==> config.mk <==
export PLATFORM = sky130hd
export DESIGN_NAME = pair_compare_monitor
export DESIGN_NICKNAME = d
export VERILOG_FILES = /design/src/rtl/pair_compare_monitor.sv
export SDC_FILE = /design/constraint.sdc
export NUM_CORES = 1
export LEC_CHECK = 0
export CELL_PAD_IN_SITES_DETAIL_PLACEMENT = 1
export CELL_PAD_IN_SITES_GLOBAL_PLACEMENT = 1
export CORE_ASPECT_RATIO = 0.7
export CORE_MARGIN = 3
export CORE_UTILIZATION = 30
export DETAILED_ROUTE_END_ITERATION = 10
export GPL_ROUTABILITY_DRIVEN = 0
export GPL_TIMING_DRIVEN = 0
export HOLD_SLACK_MARGIN = 0.05
export PLACE_DENSITY = 0.65
export SLEW_MARGIN = 0
export SYNTH_ARGS = -nofsm -noshare
export SYNTH_HDL_FRONTEND = slang
export SYNTH_SLANG_ARGS = --single-unit
export TNS_END_PERCENT = 1
==> constraint.sdc <==
create_clock -name clk -period 2 [get_ports clk]
set_clock_uncertainty 0.2 [all_clocks]
set_input_delay 0.4 -clock clk [delete_from_list [all_inputs] [get_ports clk]]
set_output_delay 0.4 -clock clk [all_outputs]
set_load 0.03 [all_outputs]
==> src/rtl/pair_compare_monitor.sv <==
// Multi-channel comparison monitor: edge-sampled operand pairs, mismatch runs
// filtered to FILT consecutive samples, assert (fail flag) or cover (count) per channel.

module pair_compare_lane #(
   parameter int W        = 8,
   parameter int FILT     = 2,
   parameter int CNT_W    = 8,
   parameter bit IS_COVER = 1'b0
) (
   input  logic             clk,
   input  logic             rst_n,
   input  logic             clr,
   input  logic             s_en,
   input  logic [W-1:0]     s_a,
   input  logic [W-1:0]     s_b,
   output logic             fail_pulse,
   output logic             fail_sticky,
   output logic [CNT_W-1:0] evt_cnt
);
   localparam int RW = $clog2(FILT + 1);
   localparam logic [RW-1:0] RUN_MAX = RW'(FILT);
   localparam logic [RW-1:0] RUN_M1  = RW'(FILT - 1);

   logic [RW-1:0]    run_q, run_d;
   logic             pulse_q, pulse_d;
   logic             sticky_q, sticky_d;
   logic [CNT_W-1:0] cnt_q, cnt_d;
   logic             cond, evt;

   always_comb begin
      cond = s_en && (s_a != s_b);
      // Fires only on the FILT-1 -> FILT transition, so a held run never re-fires.
      evt  = cond && (run_q == RUN_M1) && !clr;

      run_d = run_q;
      if (clr || !cond)
         run_d = '0;
      else if (run_q != RUN_MAX)
         run_d = run_q + 1'b1;

      pulse_d  = evt && !IS_COVER;
      sticky_d = clr ? 1'b0 : (sticky_q || pulse_d);

      cnt_d = cnt_q;
      if (clr)
         cnt_d = '0;
      else if (evt && (cnt_q != {CNT_W{1'b1}}))
         cnt_d = cnt_q + 1'b1;
   end

   always_ff @(posedge clk) begin
      if (!rst_n) begin
         run_q    <= '0;
         pulse_q  <= 1'b0;
         sticky_q <= 1'b0;
         cnt_q    <= '0;
      end else begin
         run_q    <= run_d;
         pulse_q  <= pulse_d;
         sticky_q <= sticky_d;
         cnt_q    <= cnt_d;
      end
   end

   assign fail_pulse  = pulse_q;
   assign fail_sticky = sticky_q;
   assign evt_cnt     = cnt_q;
endmodule

module pair_compare_monitor #(
   parameter int             NCH       = 4,
   parameter int             W         = 8,
   parameter int             FILT      = 2,
   parameter int             CNT_W     = 8,
   parameter logic [NCH-1:0] MODE_MASK = '0
) (
   input  logic                 clk,
   input  logic                 rst_n,
   input  logic [NCH-1:0]       en,
   input  logic [NCH*W-1:0]     a,
   input  logic [NCH*W-1:0]     b,
   input  logic                 clr,
   output logic [NCH-1:0]       fail_pulse,
   output logic [NCH-1:0]       fail_sticky,
   output logic [NCH*CNT_W-1:0] evt_cnt,
   output logic                 any_fail
);
   logic [NCH-1:0]        s_en_q, s_en_d;
   logic [NCH-1:0][W-1:0] s_a_q, s_a_d, s_b_q, s_b_d;

   // Stage S is deliberately untouched by clr; only reset empties it.
   always_comb begin
      s_en_d = en;
      s_a_d  = a;
      s_b_d  = b;
   end

   always_ff @(posedge clk) begin
      if (!rst_n) begin
         s_en_q <= '0;
         s_a_q  <= '0;
         s_b_q  <= '0;
      end else begin
         s_en_q <= s_en_d;
         s_a_q  <= s_a_d;
         s_b_q  <= s_b_d;
      end
   end

   for (genvar i = 0; i < NCH; i++) begin : g_lane
      pair_compare_lane #(
         .W        (W),
         .FILT     (FILT),
         .CNT_W    (CNT_W),
         .IS_COVER (MODE_MASK[i])
      ) u_lane (
         .clk         (clk),
         .rst_n       (rst_n),
         .clr         (clr),
         .s_en        (s_en_q[i]),
         .s_a         (s_a_q[i]),
         .s_b         (s_b_q[i]),
         .fail_pulse  (fail_pulse[i]),
         .fail_sticky (fail_sticky[i]),
         .evt_cnt     (evt_cnt[i*CNT_W +: CNT_W])
      );
   end

   assign any_fail = |fail_sticky;
endmodule

==> flow_metrics.env <==
export IMPL_outcome="complete, but fails checks"
export IMPL_violations="negative setup slack"
export IMPL_hold_start="g_lane[1].u_lane.evt_cnt[5]$_SDFFE_PP0P_"
export IMPL_synth_area_leader_cell="dfxtp_1"
export IMPL_power_leakage_nw=2.826
export IMPL_power_density_mw_per_mm2=921.9
export IMPL_r2r_cells=6
export IMPL_cts_setup_buffers=0
export IMPL_grt_pass1_vias=4038
export IMPL_min_period_over_period=1.011
export IMPL_vias=3805
export IMPL_wire_per_inst_um=15.22
export IMPL_crit_buf_inv=1
export IMPL_crit_slowest_cell="or4_1"
export IMPL_synth_mux_area_frac=0.006502
export IMPL_synth_common_cells="dfxtp_1 (116), and2_1 (71), nor2_1 (33)"
export IMPL_cts_buffers=17
export IMPL_tns_ns=-0.02177
export IMPL_grt_max_degree=17
export IMPL_crit_arrival_ns=1.42
export IMPL_ctsHoldBuffers=0
export IMPL_hold_viol=0
export IMPL_max_vdd_ir_drop_v=0.0005726
export IMPL_grt_ovfl_total=0
export IMPL_crit_path_end="any_fail"
export IMPL_synth_xor_area_frac=0.07017
export IMPL_r2r_setup_slack_ns=0.08
export IMPL_rows=37
export IMPL_drive_above_1_share=0.1258
export IMPL_antennaDiodeCount=0
export IMPL_die_y_um=109.8
export IMPL_synth_top_area_share=0.5028
export IMPL_postSynthAreaPerCell_um2=9.661
export IMPL_max_freq_mhz=494.6
export IMPL_synth_nets=561
export IMPL_ctsRootBufferMaster="clkbuf_16"
export IMPL_synthSimpleGateAreaFrac=0.2601
export IMPL_ios=112
export IMPL_crit_required_ns=1.40
export IMPL_grt_pass1_wl_um=19960
export IMPL_finalCriticalPeriod_ns=2.022
export IMPL_cts_tree="built"
export IMPL_core_mm2=0.01486
export IMPL_synth_ff_type="dfxtp_1"
export IMPL_ys_ff_latch=116
export IMPL_netlist_area_mm2=0.004618
export IMPL_synth_fa_ha_area_frac=0.03251
export IMPL_ys_top_cells_by_area="dfxtp_1 (50%), and2_1 (9.6%), xor2_1 (4.7%)"
export IMPL_placed_area_mm2=0.005974
export IMPL_max_cap_violations=0
export IMPL_synth_edf_count=0
export IMPL_synthCells=478
export IMPL_place_port_buffers=111
export IMPL_nets=691
export IMPL_vias_per_cell=4.669
export IMPL_r2r_start="s_b_q[11]$_SDFF_PN0_"
export IMPL_fin_ws_ns=-0.02177
export IMPL_cp_max_fo=3
export IMPL_synthArstFlopShare=0
export IMPL_critical_path_class="reg2out"
export IMPL_synth_compound_area_frac=0.08778
export IMPL_min_path_type="reg2reg"
export IMPL_cts_sinks=116
export IMPL_cp_top_family="simple AND/OR/NAND/NOR gates"
export IMPL_dp_cells=784
export IMPL_r2r_end="g_lane[1].u_lane.evt_cnt[7]$_SDFFE_PP0P_"
export IMPL_ys_warn_count=0
export IMPL_drc=0
export IMPL_antenna_left=0
export IMPL_fin_cells=815
export IMPL_drt_wl_total_um=12410
export IMPL_firstDrtPassIters=4
export IMPL_slew_violations=0
export IMPL_antenna_found_initial=0
export IMPL_crit_chain="or4_1 > buf_2"
export IMPL_rsz0062_at_grt="true"
export IMPL_fin_total_pwr_w=0.006107
export IMPL_end_kind="primary output"
export IMPL_setup_viol_count_final=1
export IMPL_stdcell_area_mm2=0.006625
export IMPL_synthToLayoutAreaGrowth_pct=43.46
export IMPL_htreeDepth=4
export IMPL_synth_top_family_by_area="simple AND/OR/NAND/NOR gates"
export IMPL_worst_skew_pair_late_latency_ns=0.41
export IMPL_die_w_um=154.3
export IMPL_synth_most_common_cell="dfxtp_1"
export IMPL_worstSetupStartpointType="flop"
export IMPL_clkTransAtPathRegs_ns=0.06
export IMPL_grt_usage=0.1511
export IMPL_cp_startpoint="g_lane[1].u_lane.fail_sticky$_SDFF_PP0_"
export IMPL_utilization=0.4458
export IMPL_cts_path_max_buffers=2
export IMPL_synth_cell_types=49
export IMPL_slew_headroom=0.6787
export IMPL_hpwl_um=9451
export IMPL_crit_cells=2
export IMPL_drt_iter0_markers=119
export IMPL_die_area_mm2=0.01694
export IMPL_tightest_slew_ns=0.4820
export IMPL_start_util=0.3108
export IMPL_seq_area_frac_synth=0.5028
export IMPL_max_stage_delay_ns=0.51
[final cells by class]
type / instances / area, um2
Sequential cell: 116 / 2325
Fill cell: 1677 / 8235
Tap cell: 195 / 244.0
Timing Repair Buffer: 111 / 1047
Clock buffer: 19 / 442.9
Clock inverter: 12 / 203.9
Inverter: 14 / 52.55
Multi-Input combinational cell: 322 / 2166
Buffer: 26 / 143.9
[cell usage in the layout (no fill, tap or decap), drive strengths merged, types with 7 or more instances in the layout]
master,instances
xnor2,12
xor2,25
dfxtp,116
nand4,9
nand2,27
dlygate4sd2,33
clkdlybuf4s50,68
ha,12
a21oi,26
clkbuf,31
nor4,7
buf,23
a41o,7
nand3,16
inv,15
o21ai,8
and2,71
nor2,33
or4,7
nor3,9
[power breakdown]
group	leakage, nW	total (W)	internal (W)	switching (W)
Combinational	1.57	0.000375	0.000218	0.000156
Sequential	0.955	0.00243	0.00239	0.0000358
Clock	0.306	0.00331	0.00224	0.00107
[metal layers]
metal | routed length (um) | GRT usage | vias up
li1 | - | - | 1903
met1 | 5918 | 0.1873 | 1805
met2 | 5684 | 0.2500 | 85
met3 | 676 | 0.05507 | 12
met4 | 127 | 0.04159 | 0
met5 | 0 | 0 | -
[worst min-delay path by stage]
stage                                                     to  slack (ns)  cells after the start
floorplan            g_lane[1].u_lane.fail_sticky$_SDFF_PP0_        0.25                      2
global placement      g_lane[1].u_lane.run_q[1]$_SDFFE_PP0P_        0.27                      2
detailed placement   g_lane[1].u_lane.fail_sticky$_SDFF_PP0_        0.29                      2
CTS                 g_lane[1].u_lane.evt_cnt[5]$_SDFFE_PP0P_        0.30                      2
global route        g_lane[1].u_lane.evt_cnt[5]$_SDFFE_PP0P_        0.33                      2
finish              g_lane[1].u_lane.evt_cnt[5]$_SDFFE_PP0P_        0.29                      2
[registers in the layout, indices dropped and copies added (netlist names)]
name,cells
s_b_q,32
g_lane.u_lane.evt_cnt,32
s_a_q,32
g_lane.u_lane.fail_pulse,4
g_lane.u_lane.fail_sticky,4
s_en_q,4
g_lane.u_lane.run_q,8
[logic make-up after synthesis]
kind of cell	count (synthesis)
AOI/OAI and AO/OA	61
xor gates and xnor gates	37
adders and majority gates	12
buffers and inverters	40
DFF	116
muxes	3
and+or+nand+nor	209
[stage by stage]
step	hold WS [ns]	worst slack [ns]
floorplan	0.2518	0.01143
global placement	0.2737	-0.9062
detailed placement	0.2909	-0.9584
CTS	0.2977	-0.1606
global route	0.3279	-0.09622
finish	0.2939	-0.02177
[worst reg2reg max path: stages (launching register included)]
cell and delay (ns):
dfxtp_1 0.30, xor2_1 0.16, nor4_2 0.37, nand4_1 0.23
buf_4 0.24, a31oi_1 0.21, a211oi_1 0.08
[what timing repair did]
item	CTS	global route
setup endpoints to repair	78	28
gates cloned	0	0
resized for setup	53	16
hold endpoints to repair	0	0
pin swaps	1	2
(Power assumes the default switching activity.)
==> variant, RTL diff (same settings) <==
Change the parameter `MODE_MASK` from '0 to 1.
--- a/src/rtl/pair_compare_monitor.sv
+++ b/src/rtl/pair_compare_monitor.sv
@@ -74,3 +74,3 @@
    parameter int             CNT_W     = 8,
-   parameter logic [NCH-1:0] MODE_MASK = '0
+   parameter logic [NCH-1:0] MODE_MASK = 1
 ) (
Function: changed (a bounded check fails within 4 cycles, from zero or initial values and one cycle with rst_n low).
==> variant against the original RTL <==
Sequential power is 2% lower. Via count rose by 1.3%. Critical endpoint unchanged. Area after synthesis decreased by 0.87%. Total power is 1.0% higher. Routed wire length up 2.8%. Synthesized cell count shrank 1.9%. First-iteration DRC count rose by 2.5%. Worst setup slack better by 0.036 ns. Critical path depth stayed put. Sequential cell count fell by 2. Cell area decreased by 0.26%.
==> variant: results (changes against the original RTL) <==
- Hold Crit Endpoint: g_lane[2].u_lane.fail_pulse
- First-pass GRT wire length: 20500 um (+2.6%)
- Synthesized flop and latch total: 114 (-1.7%)
- Reg2reg start: g_lane[1].u_lane.evt_cnt[0]
- Clock-pin slew on the worst setup and hold paths: 0.05 ns
- Clock buffers: 22 (+3)
- Bufs w/o clock: 135 (-1.5%)
- Commonest cells post-synth: 114 x dfxtp_1, 70 x and2_1, 28 x nand2_1
- GRT Util Overall: 15.5% (+0.44 points)
- Path type of the worst min-delay path: in -> reg
- Synth cell types: 51 (+4.1%)
- Largest cells by area after synthesis: dfxtp_1 50%, and2_1 9.6%, xor2_1 3.6%
- Fraction of area in registers: 34.6% (-0.46 points)
- Placed wire-length estimate: 9500 um (+0.51%)
- Status: complete, no violations
- DR vias/cell: 4.79 (+2.6%)
- DR WL/cell: 15.9 um (+4.1%)
- Vias in the first global route: 4003 (-0.87%)
- Post-DP Area: 5920 um2 (-0.94%)
- VDD IR-drop max: 0.000461 V (-20%)
- Placed insts: 774 (-1.3%)
- XOR/XNOR share of the synthesized area: 6.89% (-0.13 points)
- Clock-cell share: 10.1% (+0.37 points)
- Hold Crit Start: clr
- Multi-input comb cells: 313 (-2.8%)
- Seq/Total Area, Yosys: 49.8% (-0.43 points)
- Arr. time, crit path: 1.39 ns (-0.03 ns)
- Multi-input combinational area share: 32.5% (-0.22 points)
- Mapped Cells: 469 (-1.9%)
- Hold path depth: 4 (+2)
- Sw Share: 20.0% (-0.66 points)
- Post-synthesis compound-gate area fraction: 12.1% (+3.3 points)
- Inverters: 17 (+3)
- Port bufs: 109 (-1.8%)
- Mux cell area share after synthesis: 0% (-0.65 points)
- Static Leak: 2.72 nW (-3.7%)
- Worst hold margin: 0.271 ns (-0.0233 ns)
- Ant. Diodes: 0 (unchanged)
==> variant: how the worst max path moves through the flow <==
| stage | start | end | slack (ns) | cells after the start |
|---|---|---|---|---|
| 2_1_floorplan | g_lane[1].u_lane.evt_cnt[0] | g_lane[1].u_lane.evt_cnt[7] | -0.003 | 6 |
| 3_3_place_gp | clr | g_lane[1].u_lane.run_q[1] | -0.83 | 6 |
| 3_5_place_dp | clr | g_lane[2].u_lane.run_q[1] | -0.88 | 6 |
| 4_1_cts | g_lane[2].u_lane.fail_sticky | any_fail | -0.01 | 2 |
| 5_1_grt | g_lane[2].u_lane.fail_sticky | any_fail | -0.04 | 2 |
| 6_report | g_lane[2].u_lane.fail_sticky | any_fail | 0.01 | 2 |
==> variant: kinds of logic (layout without fill, tap and decap cells) <==
logic type / after synthesis / after routing
and+or+nand+nor: 185 / 185
DFF: 114 / 114
AOI/OAI and AO/OA: 78 / 78
buffers and inverters: 43 / 183
xor gates and xnor gates: 36 / 36
adders and majority gates: 12 / 12
other: 1 / 2
==> variant: power groups by stage <==
stage,clock [mW],sequential [mW],combinational (mW)
finish,3.40,2.39,0.389
global route,3.56,2.39,0.429
CTS,3.47,2.39,0.393
detailed placement,0,2.43,0.383
global placement,0,2.43,0.375
floorplan,0,2.43,0.178
==> variant: worst max-delay path: stages (launching register included) <==
cell and delay [ns]:
dfxtp_1 0.32, or3_1 0.37, clkdlybuf4s15_2 0.29
==> variant: metal layers <==
layer / track usage [%] / vias to the layer above / share of wire, %
met3: 3.70 / 16 / 4.5
met1: 19.6 / 1868 / 46
met2: 26.0 / 87 / 48
met4: 6.18 / 0 / 1.6
met5: 0 / - / 0
li1: - / 1884 / -
